[config.mk]
export PLATFORM = sky130hd
export DESIGN_NAME = fetch_stage
export DESIGN_NICKNAME = d
export VERILOG_FILES = /design/src/rtl/fetch_stage.sv
export SDC_FILE = /design/constraint.sdc
export NUM_CORES = 1
export LEC_CHECK = 0
export CORE_UTILIZATION = 40
export DETAILED_ROUTE_END_ITERATION = 6
export PLACE_DENSITY = 0.65
export SETUP_SLACK_MARGIN = 0.4
export SLEW_MARGIN = 25
export SYNTH_ARGS = -nofsm -noshare
export SYNTH_HDL_FRONTEND = slang
export SYNTH_SLANG_ARGS = --single-unit
[constraint.sdc]
create_clock -name i_CLK -period 3.2 [get_ports i_CLK]
set_input_delay 0.48 -clock i_CLK [delete_from_list [all_inputs] [get_ports i_CLK]]
set_output_delay 0.48 -clock i_CLK [all_outputs]
set_load 0.02 [all_outputs]
[src/rtl/fetch_stage.sv]
// Instruction-fetch stage: PC register, variable-latency imem handshake,
// one-entry skid buffer for stalls and the IF/ID pipeline register.
//
// state | meaning
// ------+-----------------------------------------------------------------
// REQ   | request presented at r_ReqAddr, waiting for (or taking) an ack
// DROP  | redirect pending; in-flight fetch is finished and its data thrown away
// HOLD  | fetched instruction parked in skid buffer while decode is stalled
module fetch_stage #(
    parameter int ADDRESS_WIDTH = 32,
    parameter int INSTR_WIDTH = 32,
    parameter logic [ADDRESS_WIDTH-1:0] RESET_PC = '0
) (
    input  logic                     i_CLK,
    input  logic                     i_RST,
    input  logic                     i_StallF,
    input  logic                     i_FlushD,
    input  logic                     i_PCSrcD,
    input  logic [ADDRESS_WIDTH-1:0] i_PCNextD,
    output logic                     o_IMemReq,
    output logic [ADDRESS_WIDTH-1:0] o_IMemAddr,
    input  logic                     i_IMemAck,
    input  logic [INSTR_WIDTH-1:0]   i_IMemRdata,
    output logic [ADDRESS_WIDTH-1:0] o_PCF,
    output logic [INSTR_WIDTH-1:0]   o_InstrD,
    output logic [ADDRESS_WIDTH-1:0] o_PCPlus4D,
    output logic                     o_ValidD,
    output logic                     o_FetchWait
);

    typedef enum logic [1:0] {
        ST_REQ  = 2'd0,
        ST_DROP = 2'd1,
        ST_HOLD = 2'd2
    } state_t;

    localparam logic [ADDRESS_WIDTH-1:0] PC_STEP    = ADDRESS_WIDTH'(4);
    localparam logic [ADDRESS_WIDTH-1:0] ALIGN_MASK = ~ADDRESS_WIDTH'(3);

    state_t                   state;
    logic [ADDRESS_WIDTH-1:0] r_ReqAddr;
    logic [ADDRESS_WIDTH-1:0] r_Redirect;
    logic [INSTR_WIDTH-1:0]   skid_instr;
    logic [ADDRESS_WIDTH-1:0] skid_pc4;
    logic [INSTR_WIDTH-1:0]   instr_d;
    logic [ADDRESS_WIDTH-1:0] pc4_d;
    logic                     valid_d;

    logic                     redirect;
    logic [ADDRESS_WIDTH-1:0] target;
    logic [ADDRESS_WIDTH-1:0] pc_plus4;

    assign redirect = i_PCSrcD & ~i_StallF;
    assign target   = i_PCNextD & ALIGN_MASK;
    assign pc_plus4 = r_ReqAddr + PC_STEP;

    always_ff @(posedge i_CLK or negedge i_RST) begin
        if (!i_RST) begin
            state      <= ST_REQ;
            r_ReqAddr  <= RESET_PC;
            r_Redirect <= '0;
            skid_instr <= '0;
            skid_pc4   <= '0;
            instr_d    <= '0;
            pc4_d      <= '0;
            valid_d    <= 1'b0;
        end else begin
            case (state)
                ST_REQ: begin
                    if (i_IMemAck && redirect) begin
                        r_ReqAddr <= target;
                        instr_d   <= '0;
                        valid_d   <= 1'b0;
                    end else if (redirect) begin
                        r_Redirect <= target;
                        state      <= ST_DROP;
                        instr_d    <= '0;
                        valid_d    <= 1'b0;
                    end else if (i_IMemAck && !i_StallF) begin
                        instr_d   <= i_IMemRdata;
                        pc4_d     <= pc_plus4;
                        valid_d   <= 1'b1;
                        r_ReqAddr <= pc_plus4;
                    end else if (i_IMemAck) begin
                        skid_instr <= i_IMemRdata;
                        skid_pc4   <= pc_plus4;
                        r_ReqAddr  <= pc_plus4;
                        state      <= ST_HOLD;
                    end else if (!i_StallF) begin
                        instr_d <= '0;
                        valid_d <= 1'b0;
                    end
                end
                ST_DROP: begin
                    // The old request must complete before the new address goes out.
                    if (redirect) begin
                        r_Redirect <= target;
                    end
                    if (i_IMemAck) begin
                        r_ReqAddr <= redirect ? target : r_Redirect;
                        state     <= ST_REQ;
                    end
                    if (!i_StallF) begin
                        instr_d <= '0;
                        valid_d <= 1'b0;
                    end
                end
                ST_HOLD: begin
                    if (!i_StallF) begin
                        state <= ST_REQ;
                        if (redirect) begin
                            r_ReqAddr <= target;
                            instr_d   <= '0;
                            valid_d   <= 1'b0;
                        end else begin
                            instr_d <= skid_instr;
                            pc4_d   <= skid_pc4;
                            valid_d <= 1'b1;
                        end
                    end
                end
                default: state <= ST_REQ;
            endcase
            // Flush wins over every IF/ID load or hold, stalled or not.
            if (i_FlushD) begin
                instr_d <= '0;
                valid_d <= 1'b0;
            end
        end
    end

    assign o_IMemReq   = (state != ST_HOLD);
    assign o_IMemAddr  = r_ReqAddr;
    assign o_PCF       = r_ReqAddr;
    assign o_InstrD    = instr_d;
    assign o_PCPlus4D  = pc4_d;
    assign o_ValidD    = valid_d;
    assign o_FetchWait = o_IMemReq & ~i_IMemAck;

endmodule

==> results_dict.tcl, run 1 <==
set metrics [dict create \
    grt_pass1_wl_mm 40.79 \
    syn_to_final_growth_pct 29.58 \
    instances_no_fill 1436 \
    die_area_um2 24570 \
    cts_root_buf "clkbuf_16" \
    place_inst 1403 \
    multi_input_area_um2 4170 \
    finalSetupViolations 0 \
    p_per_area_nw_per_um2 917.5 \
    period_needed_ps 2673 \
    synth_nets 1030 \
    post_cts_buffers 0 \
    cp_data_arrival_time_ps 2190 \
    layout_setup_ws_ps 527.5 \
    rows 56 \
    start_util_pct 40.80 \
    grt_max_degree 73 \
    synth_cell_types 61 \
    wirelength_mm 26.45 \
    path_class "reg2out" \
    peakVddDrop_uv 539.3 \
    first_iter_violations 671 \
    hp-class "in2async" \
    cts_made_buffers 17 \
    synth.most_common_cell "dfrtp_1" \
    num_io_pins 201 \
    rsz0062_at_grt "false" \
    track_usage_pct 21.70 \
    synth_edf_count 0 \
    synth-async-reset-ratio_pct 100.0 \
    path_max_fanout 12 \
    cts.sinks 195 \
    ant_nets 0 \
    nNetsFinal 1177 \
    grt_pass1_vias 7034 \
    synth_area_leaders "dfrtp_1 51%, mux2_2 8.2%, o21ai_0 5.7%" \
    postLayoutCoreUtil_pct 52.87 \
    outcome "complete, no violations" \
    dp_hpwl_mm 18.21 \
    pre_cts_ws_ps 521.3 \
    antenna_found_initial 1 \
    post_drt_wl_per_cell_um 18.42 \
    hold_viol_final 0 \
    worst_pin_slew_ps 627.5 \
    clkTransAtPathRegs_ps 70 \
    hold_ws_ps 43.03 \
    drive_above_1_share_pct 14.34 \
    clk_latency_ps 440 \
    dr_total_vias 7787 \
    finalCritPeriodShare_pct 83.52 \
    syn_area_um2 9578 \
    h-tree-depth 4 \
    setup_tns_ps 0 \
    ys_seq_elements 195 \
    overflow 0 \
    cts_tree "built" \
    die_x_um 156.7 \
    ys_warn_count 0 \
    gp_congestion 0.8400 \
    fillers 2102 \
    drc_errors 0 \
    cts_buffer_depth 2 \
    synth_common_cells "195 x dfrtp_1, 119 x nand2_1, 109 x o21ai_0" \
    worst_ep_required_time_ps 2720 \
    seqCellArea_um2 4880 \
    avgSynthCellArea_um2 10.02 \
    drtPass1Iterations 5 \
    drv_slew 0 \
    yosysTopAreaCellShare_pct 50.95 \
    portBuffers 198 \
    fmax_mhz 374.2 \
    startpoint_type "register" \
    p_leak_nw 5.047 \
    cp-end-kind "output pin" \
    maxSlewHeadroom_pct 57.78 \
    core_um2 23470 \
    fp.dieH_um 156.7 \
    routed_via_density 5.423 \
    fin_skew_ps 10.98 \
    maxCapViolations 0 \
    synthCells 956 \
    synth-main-ff-cell "dfrtp_1" \
    synth_top_cell_by_area "dfrtp_1" \
    seq_area_frac_synth_pct 50.95 \
]
kinds of logic after synthesis:
logic type / synth area share (%)
flip-flops: 50.95
multiplexers: 8.962
AND/OR/NAND/NOR: 13.51
adder cells (fa/ha/maj): 0.5226
XOR/XNOR: 2.378
buffers and inverters: 6.087
AO/OA/AOI/OAI: 17.60
cell usage in the layout, fill, tap and decap left out, types with 4 or more instances in the layout:
cell,Yosys,layout
clkbuf_16,0,17
xnor2_1,15,15
dfrtp_1,195,195
nand3b_1,5,5
a22o_1,8,8
nor3_1,14,12
o2bb2ai_1,7,7
buf_12,0,4
nor2_1,40,37
and3_1,14,14
clkinv_2,0,4
nand3_1,32,30
a21oi_1,33,33
o21a_1,5,5
a22oi_1,41,41
nand2b_1,6,6
or3_1,4,4
a221oi_1,11,11
o21ai_0,109,109
o211ai_1,6,6
buf_4,34,34
nand2_1,119,119
nand4_1,8,8
a211o_1,7,7
mux2i_1,7,7
xor2_1,11,10
clkdlybuf4s50_1,0,197
nor4_1,9,9
inv_1,12,12
mux2_2,70,70
o31a_1,5,5
state kept, by name (all words and copies together), names as in the netlist:
signal	flops
o_IMemAddr	32
o_InstrD	32
r_Redirect	32
state	2
skid_pc4	32
o_PCPlus4D	32
o_ValidD	1
skid_instr	32
layout make-up:
class	instances	area share (%)
well taps	319	3.216
clock buffers	18	3.539
multi-input cells	641	33.60
flip-flops and latches	195	39.32
diodes	1	0.02016
clock inverters	14	1.240
repair buffers	236	18.70
inverters	12	0.3629
power breakdown:
part	total [mW]	switching (mW)	internal (mW)
Combinational	5.07	2.79	2.28
Clock	2.18	0.990	1.19
Sequential	4.14	0.731	3.41
repair_timing:
action | 4_1_cts | 5_1_grt
hold endpoints to repair | 0 | 0
gates resized for setup | 0 | 2
hold buffers | 0 | 0
setup endpoints to repair | 0 | 3
through the flow:
stage / area [um^2] / power (mW)
final: 12410 / 11.39
after global routing: 12410 / 12.05
after CTS: 12400 / 11.43
after detailed placement: 11800 / 9.232
after global placement: 11800 / 9.108
after floorplan: 9578 / 7.198
worst max-delay path, stage by stage (launching register included):
cell and delay [ps]:
dfrtp_1 410, inv_1 100, ha_2 260, inv_1 160, buf_4 210, clkdlybuf4s50_1 620
layer usage:
metal	vias up	track usage (%)	wire length, um
li1	3710	-	-
met3	30	4.569	1556
met1	3787	32.48	12640
met2	260	31.11	11870
met4	0	6.489	380
met5	-	0	0
worst paths after layout:
check / end / from / slack (ps) / cells after the start
min: o_InstrD[30] / i_RST / 40 / 1
min reg2reg: o_InstrD[10] / o_InstrD[10] / 480 / 2
min in group i_CLK: o_InstrD[10] / o_InstrD[10] / 480 / 2
max: o_IMemReq / state[0] / 530 / 5
max in group asynchronous: skid_instr[12] / i_RST / 2290 / 2
max reg2reg: skid_pc4[27] / o_IMemAddr[11] / 550 / 5
Note: power is estimated with default switching activity, not from simulation.
==> inputs of run 2 (changes only) <==
--- a/config.mk
+++ b/config.mk
@@ -7,7 +7,7 @@
 export LEC_CHECK = 0
 export CORE_UTILIZATION = 40
 export DETAILED_ROUTE_END_ITERATION = 6
-export PLACE_DENSITY = 0.65
+export PLACE_DENSITY = 0.68
 export SETUP_SLACK_MARGIN = 0.4
 export SLEW_MARGIN = 25
 export SYNTH_ARGS = -nofsm -noshare
==> constraint.sdc (replaced) <==
create_clock -name i_CLK -period 2.45 [get_ports i_CLK]
set_input_delay 0.3675 -clock i_CLK [delete_from_list [all_inputs] [get_ports i_CLK]]
set_output_delay 0.3675 -clock i_CLK [all_outputs]
set_load 0.02 [all_outputs]
==> results_dict.tcl, run 2 (same netlist as run 1, synthesis figures left out) <==
set metrics [dict create \
    track_usage_pct 23.01 \
    pre_cts_ws_ps -34.05 \
    first_iter_violations 879 \
    maxSlewHeadroom_pct 59.26 \
    critical_path.startpoint "o_IMemAddr[8]" \
    fillers 1930 \
    gp_congestion 0.8734 \
    cp-end-kind "register" \
    final_common_cell "clkdlybuf4s50_1" \
    drc_errors 0 \
    clkTransAtPathRegs_ps 80 \
    maxCapViolations 0 \
    cp_top_family "simple AND/OR/NAND/NOR gates" \
    clk_latency_ps 450 \
    post_drt_wl_per_cell_um 19.13 \
    startpoint_type "register" \
    cts_root_buf "clkbuf_16" \
    use_met3_pct 4.016 \
    finalPower_mw 16.31 \
    mostFrequentLayoutCells "192 x clkdlybuf4s50_1, 179 x dfrtp_1, 114 x nand2_1, 97 x o21ai_0, 95 x buf_4" \
    num_io_pins 201 \
    dp_hpwl_mm 19.07 \
    hp-class "reg2reg" \
    instances_no_fill 1528 \
    h-tree-depth 4 \
    fin_skew_ps 14.78 \
    die_x_um 156.7 \
    worst_ep_required_time_ps 2780 \
    worst_pin_slew_ps 611.1 \
    cts.sinks 195 \
    p_leak_nw 5.757 \
    grt_max_degree 69 \
    cts_tree "built" \
    layout_setup_ws_ps 306.7 \
    dr_total_vias 8394 \
    fmax_mhz 466.6 \
    grt_pass1_vias 7822 \
    hold_viol_final 0 \
    grt.met1_usage_pct 32.98 \
    cp_num_buf_inv 1 \
    start_util_pct 40.80 \
    fp.dieH_um 156.7 \
    rr_startpoint "o_IMemAddr[8]" \
    overflow 0 \
    portBuffers 198 \
    finalCritPeriodShare_pct 87.48 \
    cts_buffer_depth 2 \
    hp-start "skid_pc4[29]" \
    drv_slew 0 \
    p_per_area_nw_per_um2 1179 \
    wirelength_mm 29.23 \
    rsz0062_at_grt "true" \
    peakVddDrop_uv 671.1 \
    finalSetupViolations 0 \
    place_inst 1435 \
    core_um2 23470 \
    top_usage_layer "met2" \
    path_max_fanout 8 \
    ant_nets 0 \
    outcome "complete, no violations" \
    routed_via_density 5.493 \
    cts_made_buffers 17 \
    rows 56 \
    crit_top_cell "or4_4" \
    drtPass1Iterations 5 \
    drive_above_1_share_pct 27.15 \
    worstPathCellList "nand4_1 > or4_4 > buf_6 > or4_4 > a21o_1 > a22o_1" \
    nNetsFinal 1269 \
    met2_usage_pct 35.01 \
    path_class "reg2reg" \
    cpPeakStageDelay_ps 490 \
    antenna_found_initial 1 \
    slowest_stage "or4_4" \
    syn_to_final_growth_pct 44.39 \
    die_area_um2 24570 \
    grt_pass1_wl_mm 43.53 \
    period_needed_ps 2143 \
    cp_data_arrival_time_ps 2470 \
]
run 2: cell types whose count changed in the layout (fill, tap and decap cells not counted), moves of 10 or more:
cell / before / now
buf_4: 34 / 95
dfrtp_1: 195 / 179
dfrtp_2: 0 / 16
buf_6: 0 / 13
buf_12: 4 / 16
o21ai_0: 109 / 97
o21ai_1: 3 / 13
run 2: power breakdown:
| group | total (mW) | internal (mW) | switching (mW) |
|---|---|---|---|
| clock | 2.82 | 1.39 | 1.44 |
| sequential | 5.31 | 4.47 | 0.837 |
| combinational | 8.18 | 3.92 | 4.26 |
| total | 16.3 | 9.78 | 6.53 |
run 2: path summary, 6_finish.rpt:
| kind | to | slack [ps] | cells past startpoint |
|---|---|---|---|
| setup / recovery | o_IMemAddr[24] | 310 | 6 |
| hold / removal | skid_pc4[29] | 480 | 2 |
| setup reg to reg | o_IMemAddr[24] | 310 | 6 |
| hold reg to reg | skid_pc4[29] | 480 | 2 |
| max in group asynchronous | o_InstrD[9] | 1240 | 3 |
| min in group asynchronous | o_InstrD[16] | 490 | 2 |
run 2: layout make-up:
cell class / instances / area, um^2 / share of cell area [%]
Timing Repair Buffer: 328 / 3288 / 23.78
Tap cell: 319 / 399.1 / 2.886
Inverter: 12 / 45.04 / 0.3257
Sequential cell: 195 / 4900 / 35.43
Antenna cell: 1 / 2.502 / 0.01809
Clock buffer: 17 / 425.4 / 3.076
Multi-Input combinational cell: 641 / 4593 / 33.21
Clock inverter: 15 / 176.4 / 1.276
run 2: metal layers:
layer | up-vias | wire length, um
li1 | 3888 | -
met1 | 4166 | 13200
met2 | 281 | 13520
met3 | 59 | 1781
met4 | 0 | 728
met5 | - | 0
run 2: worst min-delay path, delay by kind of cell, from the launching register on:
family           cells  cell delay [ps]
flip-flops           1              340
AND/OR/NAND/NOR      2              110
run 2: per-stage QoR:
step / hold slack, ps / cell area, um^2 / util, % / setup TNS (ps)
floorplan: 71.91 / 9677 / - / 0
global placement: 424.7 / 12240 / 52.13 / -11.83
detailed placement: 425.8 / 12240 / 52.13 / -34.05
CTS: 479.8 / 13150 / 56.03 / 0
global route: 498.9 / 13830 / 58.92 / 0
finish: 477.6 / 13830 / 58.92 / 0
run 2: timing repair:
| item | in CTS | in global routing |
|---|---|---|
| gates cloned | 0 | 6 |
| pin swaps | 7 | 21 |
| buffers inserted | 27 | 26 |
| endpoints found under the hold margin | 63 | 0 |
| resized for setup | 27 | 87 |
| hold buffers | 1 | 0 |
| setup endpoints to repair | 91 | 112 |
